## src/rtl/audio_pkg.sv

```systemverilog
// Shared types and clip table for the audio PWM player.
// Clip lengths are in samples; base addresses wrap modulo the ROM address space.
package audio_pkg;

    localparam int CLIP_AW = 16;

    typedef enum logic [2:0] {IDLE, FETCH, WAIT, PLAY, DONE} state_e;

    typedef struct packed {
        logic [CLIP_AW-1:0] base;
        logic [CLIP_AW-1:0] len;
    } clip_t;

    typedef clip_t [3:1] clip_tab_t;

    localparam logic [1:0] SEL_NONE = 2'b00;

    localparam clip_t CLIP_1 = '{base: 16'h0010, len: 16'd4};
    localparam clip_t CLIP_2 = '{base: 16'h0200, len: 16'd3};
    localparam clip_t CLIP_3 = '{base: 16'hFFFE, len: 16'd4};

    localparam clip_tab_t CLIP_TABLE = {CLIP_3, CLIP_2, CLIP_1};

    function automatic clip_t clip_lookup(input clip_tab_t tab, input logic [1:0] sel);
        clip_t c;
        c = '0;
        case (sel)
            2'b01:   c = tab[1];
            2'b10:   c = tab[2];
            2'b11:   c = tab[3];
            default: c = '0;
        endcase
        return c;
    endfunction

endpackage

```

## src/rtl/audio_pwm_gen.sv

```systemverilog
// Free-running PWM: duty reloads only when the period counter wraps, so edges never glitch.
// Output is combinational from registered pc/duty; no backpressure.
module audio_pwm_gen #(
    parameter int SAMPLE_W = 8
) (
    input  logic                i_clk,
    input  logic                i_reset_n,
    input  logic                i_en,
    input  logic [SAMPLE_W-1:0] i_sample,
    output logic                o_pwm
);

    logic [SAMPLE_W-1:0] r_pc;
    logic [SAMPLE_W-1:0] r_duty;

    always_ff @(posedge i_clk or negedge i_reset_n) begin
        if (!i_reset_n) begin
            r_pc   <= '0;
            r_duty <= '0;
        end else begin
            r_pc <= r_pc + SAMPLE_W'(1);
            if (r_pc == '1) begin
                r_duty <= i_sample;
            end
        end
    end

    assign o_pwm = i_en & (r_pc < r_duty);

endmodule

```

## src/rtl/audio_pwm_player.sv

```systemverilog
// Streams the selected clip from a 1-clk-latency sample ROM into a PWM; start-to-sample 2 clk,
// no backpressure. Define AUDIO_PWM_LOOP_EN to make clip 1 loop until aborted.
module audio_pwm_player
    import audio_pkg::*;
#(
    parameter int        CLK_HZ    = 50_000_000,
    parameter int        SAMPLE_HZ = 16_000,
    parameter int        SAMPLE_W  = 8,
    parameter int        ADDR_W    = 16,
    parameter clip_tab_t CLIPS     = CLIP_TABLE
) (
    input  logic                i_clk,
    input  logic                i_reset_n,
    input  logic                i_en,
    input  logic [1:0]          i_effective_select,
    output logic [ADDR_W-1:0]   o_rom_addr,
    input  logic [SAMPLE_W-1:0] i_rom_data,
    output logic                o_pwm_out,
    output logic                o_busy,
    output logic                o_playback_complete
);

    localparam int CLK_DIV = CLK_HZ / SAMPLE_HZ;
    localparam int TICK_W  = $clog2(CLK_DIV);

    if (CLK_DIV < (1 << SAMPLE_W)) begin : g_cfg_check
        $error("CLK_DIV must be at least 2**SAMPLE_W");
    end

`ifdef AUDIO_PWM_LOOP_EN
    localparam bit LOOP_CLIP1 = 1'b1;
`else
    localparam bit LOOP_CLIP1 = 1'b0;
`endif

    state_e              r_state, w_state_nxt;
    logic [1:0]          r_sel;
    logic [ADDR_W-1:0]   r_base, r_len, r_idx, r_rom_addr;
    logic [TICK_W-1:0]   r_tick;
    logic                r_armed;
    logic [SAMPLE_W-1:0] r_next_sample;

    clip_t               w_clip;
    logic [ADDR_W-1:0]   w_clip_base, w_clip_len, w_idx_nxt;
    logic                w_start, w_tick, w_last, w_loop, w_rearm;

    assign w_clip      = clip_lookup(CLIPS, i_effective_select);
    assign w_clip_base = ADDR_W'(w_clip.base);
    assign w_clip_len  = ADDR_W'(w_clip.len);
    assign w_start     = i_en && (i_effective_select != SEL_NONE) && r_armed;
    assign w_tick      = (r_tick == TICK_W'(CLK_DIV - 1));
    assign w_last      = (r_idx == r_len - ADDR_W'(1));
    assign w_loop      = LOOP_CLIP1 && (r_sel == 2'b01);
    assign w_idx_nxt   = w_last ? '0 : r_idx + ADDR_W'(1);
    // Dropping en or moving to any other selection both stops playback and re-arms a start.
    assign w_rearm     = !i_en || (i_effective_select != r_sel);

    always_comb begin
        w_state_nxt = r_state;
        case (r_state)
            IDLE:    if (w_start) w_state_nxt = (w_clip_len == '0) ? DONE : FETCH;
            FETCH:   w_state_nxt = WAIT;
            WAIT:    w_state_nxt = PLAY;
            PLAY:    if (w_tick) w_state_nxt = (w_last && !w_loop) ? DONE : FETCH;
            DONE:    w_state_nxt = IDLE;
            default: w_state_nxt = IDLE;
        endcase
        if (r_state != IDLE && w_rearm) begin
            w_state_nxt = IDLE;
        end
    end

    always_ff @(posedge i_clk or negedge i_reset_n) begin
        if (!i_reset_n) begin
            r_state       <= IDLE;
            r_sel         <= SEL_NONE;
            r_base        <= '0;
            r_len         <= '0;
            r_idx         <= '0;
            r_tick        <= '0;
            r_armed       <= 1'b1;
            r_rom_addr    <= '0;
            r_next_sample <= '0;
        end else begin
            r_state <= w_state_nxt;
            r_tick  <= (r_state == IDLE || w_tick) ? '0 : r_tick + TICK_W'(1);
            if (w_rearm) begin
                r_armed <= 1'b1;
            end else if (r_state == DONE) begin
                r_armed <= 1'b0;
            end
            if (r_state == IDLE && w_start) begin
                r_sel  <= i_effective_select;
                r_base <= w_clip_base;
                r_len  <= w_clip_len;
                r_idx  <= '0;
            end
            if (r_state == PLAY && w_state_nxt == FETCH) begin
                r_idx <= w_idx_nxt;
            end
            // Address is presented during FETCH so the ROM word is ready in WAIT.
            if (w_state_nxt == FETCH) begin
                r_rom_addr <= (r_state == IDLE) ? w_clip_base : r_base + w_idx_nxt;
            end
            if (r_state == WAIT) begin
                r_next_sample <= i_rom_data;
            end
        end
    end

    assign o_rom_addr          = r_rom_addr;
    assign o_busy              = (r_state != IDLE);
    assign o_playback_complete = (r_state == DONE);

    audio_pwm_gen #(
        .SAMPLE_W (SAMPLE_W)
    ) u_pwm (
        .i_clk     (i_clk),
        .i_reset_n (i_reset_n),
        .i_en      (o_busy),
        .i_sample  (r_next_sample),
        .o_pwm     (o_pwm_out)
    );

endmodule

```

## config.mk

```make
export PLATFORM = sky130hd
export DESIGN_NAME = audio_pwm_player
export DESIGN_NICKNAME = d
export VERILOG_FILES = /design/src/rtl/audio_pkg.sv /design/src/rtl/audio_pwm_gen.sv /design/src/rtl/audio_pwm_player.sv
export SDC_FILE = /design/constraint.sdc
export NUM_CORES = 1
export LEC_CHECK = 0
export ABC_AREA = 1
export CAP_MARGIN = 40
export CORE_ASPECT_RATIO = 0.75
export CORE_MARGIN = 4
export CORE_UTILIZATION = 60
export CTS_BUF_LIST = sky130_fd_sc_hd__clkbuf_4 sky130_fd_sc_hd__clkbuf_8 sky130_fd_sc_hd__clkbuf_16
export DETAILED_ROUTE_END_ITERATION = 8
export PLACE_DENSITY = 0.81
export SETUP_SLACK_MARGIN = 0.02
export SKIP_LAST_GASP = 1
export SYNTH_ARGS = -nofsm -noshare
export SYNTH_HDL_FRONTEND = slang
export SYNTH_SLANG_ARGS = --single-unit
```

## constraint.sdc

```tcl
create_clock -name i_clk -period 6.8 [get_ports i_clk]
set_input_delay 1.02 -clock i_clk [delete_from_list [all_inputs] [get_ports i_clk]]
set_output_delay 1.02 -clock i_clk [all_outputs]
set_load 0.1 [all_outputs]
```

# Word level (Yosys, flattened, before mapping)

Cells that the tools add are included.

Output and inout bits: 19
Bits of input ports: 13
RAM bits: 0
Latch bits: 0
Memory bits (read-only): 0
Register bits: 106
Logic and storage cells: 58
Memories kept: 0

Muxes and demuxes: 14
$add $sub $neg: 5
Reductions and logical operators: 14
Order comparisons: 1
Divide/modulo/power cells: 0
Shift operators: 0
Bitwise gates (word level): 1
Eq/ne operators: 12
Multipliers: 0

Operator list:

| cell                                                | count |
|---|---|
| case mux 32 bit (3 select lines)                    | 1 |
| 2-to-1 mux 16 bit                                   | 4 |
| adder 16 x 1 -> 16 bit (second input constant)      | 1 |
| adder 16 bit                                        | 1 |
| == test 16 bit                                      | 1 |
| zero test 16 bit                                    | 1 |
| subtractor 16 x 1 -> 16 bit (second input constant) | 1 |
| 2-to-1 mux 3 bit                                    | 5 |
| adder 12 x 1 -> 12 bit (second input constant)      | 1 |
| == test 12 bit (second input constant)              | 1 |
| 2-to-1 mux 12 bit                                   | 1 |
| case mux 3 bit (4 select lines)                     | 1 |
| adder 8 x 1 -> 8 bit (second input constant)        | 1 |
| == test 8 bit (second input constant)               | 1 |
| < comparator 8 bit                                  | 1 |
| == test 3 x 1 -> 1 bit (second input constant)      | 2 |
| == test 3 x 2 -> 1 bit (second input constant)      | 2 |
| nonzero test 2 bit                                  | 3 |
| logical AND 1 bit                                   | 5 |
| == test 2 bit (second input constant)               | 2 |
| == test 3 bit (second input constant)               | 1 |
| zero test 3 bit                                     | 1 |
| nonzero test 3 bit                                  | 1 |
| == test 2 x 1 -> 1 bit (second input constant)      | 1 |
| other kinds (5)                                     | 7 |

# Logic depth before layout (Yosys ltp)

Depth in word-level cells: 10
Gate-level depth with buffers: 25
Mapped depth without buffers: 24

# By module

From an unflattened synthesis, not the netlist that was laid out.

Cells, all modules: 642
Area total of the unflattened synthesis: 4,954.8 um^2

Modules (own cells, without submodules):

| module           | cells each | sequential area each (um^2) | area each (um^2) | instances |
|---|---|---|---|---|
| audio_pwm_player | 546        | 1,552.7                     | 4,101.4          | 1 |
| audio_pwm_gen    | 96         | 400.4                       | 853.3            | 1 |

# Worst setup path before layout

OpenSTA, ideal clock, no wires.

Path type: register -> output
Start: register u_pwm.r_pc[1]
End: output o_pwm_out
Required time: 5.780 ns
Buffers on the path: 0
Stages on the path, launching flop included: 7
Slack: 3.424 ns
Arrival time: 2.356 ns
Path through: dfrtp_1 -> ha_1 -> a21oi_1 -> nor2_1 -> a211oi_1 -> o221ai_1 -> nor2_1

Longest elaborated chain between the ends: 2

Ends and longest elaborated chain:

| element                | line                   | text |
|---|---|---|
| start, declared        | audio_pwm_gen.sv:13    | `logic [SAMPLE_W-1:0] r_pc;` |
| start signal, assigned | audio_pwm_gen.sv:21    | `r_pc <= r_pc + SAMPLE_W'(1);` |
| < comparator 8 bit     | audio_pwm_gen.sv:28    | `assign o_pwm = i_en & (r_pc < r_duty);` |
| bitwise AND 1 bit      | audio_pwm_gen.sv:28    |  |
| end, declared          | audio_pwm_player.sv:18 | `output logic o_pwm_out,` |

No other way between the ends.

# Final worst setup path

Start: register r_state[1]
End: output o_busy

Longest elaborated chain between the ends: 1

Ends and longest elaborated chain:

| element                | line                    | text |
|---|---|---|
| start, declared        | audio_pwm_player.sv:36  | `state_e r_state, w_state_nxt;` |
| start signal, assigned | audio_pwm_player.sv:85  | `r_state <= w_state_nxt;` |
| nonzero test 3 bit     | audio_pwm_player.sv:112 | `assign o_busy = (r_state != IDLE);` |
| end, declared          | audio_pwm_player.sv:19  | `output logic o_busy,` |

No other way between the ends.

==> flow_summary_export.csv <==
group,metric,value,unit
pwr,p_leak,0.002821,µW
clock_tree,numCtsBuffers,9,
die,start_util,61.63,%
timing,period_needed,3.632,ns
timing,drv_slew,0,
synth,synth_nets,664,
grt,grt_overflow,0,
clock_tree,clk_path_buf_depth,2,
critical_path,cp_slowest_cell,"clkdlybuf4s50_1",
placement,place_inst,773,
synth,ys.flop_type,"dfrtp_1",
timing,max-slew-margin-rel,58.61,%
grt,first_global_vias,4221,
timing,period_share,53.41,%
clock_tree,post_cts_buffers,0,
final_layout,post-route-util,72.82,%
clock_tree,clk-insertion-delay-late,0.36,ns
clock_tree,cts_sinks,78,
pwr,p_per_area,374.4,nW/µm²
drt,post_drt_wl_per_cell,14.11,µm
final_layout,layout.cells.non_filler,789,
drt,vias_per_cell,5.412,
synth,synth-seq-cells,78,
critical_path,critPathMaxFanout,18,
clock_tree,cts-hold-fix-buffers,0,
synth,yosys_warnings,0,
timing,timing.final.ws_setup,3.168,ns
synth,synth-edff-count,0,
grt,top_usage_layer,"met2",
critical_path,start_kind,"register",
grt,grt_first_pass_wirelength,19240,µm
critical_path,arrival,2.61,ns
clock_tree,htreeDepth,3,
worst_hold_path,min_path_type,"register to register",
timing,rsz0062_at_grt,"false",
critical_path,crit_path_cell_trace,"nor2_1, inv_1, nor2_2, clkinv_1, clkdlybuf4s50_1, buf_8",
critical_path,cp-end-kind,"output port",
die,die-width,112.1,µm
placement,dpl_cell_area,5563,µm²
grt,use_met3,5.430,%
final_layout,nFillCells,601,
die,die_h,86.10,µm
grt,grtUsageMet1,33.29,%
clock_tree,root_buffer,"clkbuf_8",
die,dieArea,9655,µm²
timing,clock_skew,0.01256,ns
placement,dp_worst_setup_slack,3.011,ns
drt,vias,4270,
timing,max_freq,275.3,MHz
grt,track_usage,24.57,%
drt,first_iter_violations,221,
synth,synth-seq-area-share,40.03,%
synth,syn_avg_cell_area,7.783,µm²
timing,setup-tns-final,0,ns
placement,gp_congestion,0.9219,
timing,setup_viol,0,
final_layout,nets,716,
grt,grt_max_degree,57,
drt,ant_nets,0,
final_layout,syn2layout_area_growth,18.15,%
placement,port_buffers,31,
clock_tree,cts-resized-gates,0,
status,status,"finished, final reports clean",
pwr,vdd.ir_drop.worst,0.0004674,V
flow_run,drv_cap,0,
grt,gr-usage-met2,39.97,%
final_layout,diodes,0,
timing,hold_viol_final,0,
critical_path,crit_type,"register to output port",
synth,syn_area,4880,µm²
synth,synthCells,627,
clock_tree,cts_tree,"built",
drt,dr.pass1.iters,5,
synth,synthArstFlopShare,100.0,%
final_layout,layout-drive-gt1-share,13.74,%
clock_tree,path_clk_slew,0.08,ns
die,core,7918,µm²
placement,dp_hpwl,8517,µm
die,placementRows,28,
die,ios,32,
final_layout,fin_area,5766,µm²
critical_path,cp.required,5.78,ns
drt,drc_errors,0,
synth,ys_types,52,
grt,antenna_found_initial,0,
timing,worst_pin_slew,0.6200,ns
critical_path,critPathMaxStageDelay,0.62,ns
drt,routed_wl,11140,µm
[per-stage QoR]
stage / hold slack [ns] / power [µW]
2_1_floorplan: 0.4322 / 1402
4_1_cts: 0.4782 / 2169
3_5_place_dp: 0.4666 / 1807
6_report: 0.4728 / 2159
3_3_place_gp: 0.4457 / 1602
5_1_grt: 0.4882 / 2271
[worst max-delay path: cells and delay by family (launching register included)]
family / cells / cell delay (ns)
flip-flops: 1 / 0.42
buffers and inverters: 4 / 1.44
AND/OR/NAND/NOR: 2 / 0.38
[synthesized netlist by cell type, types with 3 or more instances]
cell	count	area share, %
a21boi_1	3	0.46
a21oi_1	25	2.6
a21oi_2	4	0.72
a2bb2oi_2	7	2.2
buf_6	3	0.69
clkbuf_1	4	0.31
dfrtp_1	77	39
ha_1	23	5.9
inv_1	100	7.7
inv_2	8	0.62
nand2_1	126	9.7
nand2_2	12	1.5
nand3_1	48	4.9
nand3_2	5	1.0
nand4_1	8	1.0
nor2_1	58	4.5
nor2_2	8	1.0
nor3_1	14	1.4
nor3b_1	4	0.62
o21ai_0	22	2.3
o22ai_1	11	1.4
o32ai_1	3	0.54
or2_1	4	0.51
or2_2	3	0.38
xnor2_1	5	0.90
xor2_1	9	1.6
[report_power, final]
part | switching (µW) | internal, µW | leakage, µW
Sequential | 71.8 | 563 | 0.00100
Combinational | 748 | 414 | 0.00173
Clock | 189 | 173 | 0.0000929
Total | 1010 | 1150 | 0.00282
[layout make-up]
cell class                      instances  area [µm²]  share of cell area, %
Clock inverter                          7       78.83                  1.367
Inverter                              110       415.4                  7.205
Sequential cell                        78        1953                  33.88
Multi-Input combinational cell        429        2442                  42.36
Tap cell                              105       131.4                  2.279
Timing Repair Buffer                   51       620.6                  10.76
Clock buffer                            9       123.9                  2.148
[cell usage in the layout, fill, tap and decap left out, types with 4 or more instances in the layout]
cell type,netlist,routed
nand2_1,126,126
inv_1,100,100
dfrtp_1,77,77
nor2_1,58,58
nand3_1,48,48
clkdlybuf4s50_1,0,30
a21oi_1,25,25
ha_1,23,23
o21ai_0,22,22
buf_8,0,19
nor3_1,14,14
nand2_2,12,12
o22ai_1,11,11
xor2_1,9,9
clkbuf_8,0,9
inv_2,8,8
nor2_2,8,8
nand4_1,8,8
a2bb2oi_2,7,7
xnor2_1,5,5
nand3_2,5,5
nor3b_1,4,4
or2_1,4,4
a21oi_2,4,4
[final timing paths]
check | start | end | slack (ns) | cells past startpoint
max reg2reg | r_base[4] | o_rom_addr[6] | 3.48 | 22
min in group asynchronous | i_reset_n | u_pwm.r_duty[7] | 0.55 | 1
max | r_state[1] | o_busy | 3.17 | 6
max in group asynchronous | i_reset_n | r_armed | 5.63 | 2
min reg2reg | u_pwm.r_pc[0] | u_pwm.r_pc[0] | 0.47 | 1
min | u_pwm.r_pc[0] | u_pwm.r_pc[0] | 0.47 | 1
[cells by family (layout without fill, tap and decap cells)]
kind of cell	count (synthesis)	count (layout)	share of synthesized area, %
multiplexers	1	1	0.2308
flip-flops	78	78	40.03
AO/OA/AOI/OAI	90	90	12.64
XOR/XNOR	14	14	2.513
adder cells (fa/ha/maj)	24	24	6.308
AND/OR/NAND/NOR	300	300	28.36
buffers and inverters	120	177	9.923
[sequential cells by signal, summed over array words and instances (netlist names)]
| register | flops |
|---|---|
| r_armed | 1 |
| u_pwm.r_pc | 8 |
| r_state | 3 |
| r_tick | 12 |
| r_idx | 16 |
| u_pwm.r_duty | 8 |
| r_next_sample | 8 |
| r_base | 3 |
| r_sel | 2 |
| r_len | 1 |
| o_rom_addr | 16 |
[layer usage]
layer | routed length, µm | part of all wire, %
met1 | 5116 | 46
met2 | 5124 | 46
met3 | 652 | 5.9
met4 | 242 | 2.2
met5 | 0 | 0
No activity file was read; power rests on OpenSTA's default activity.
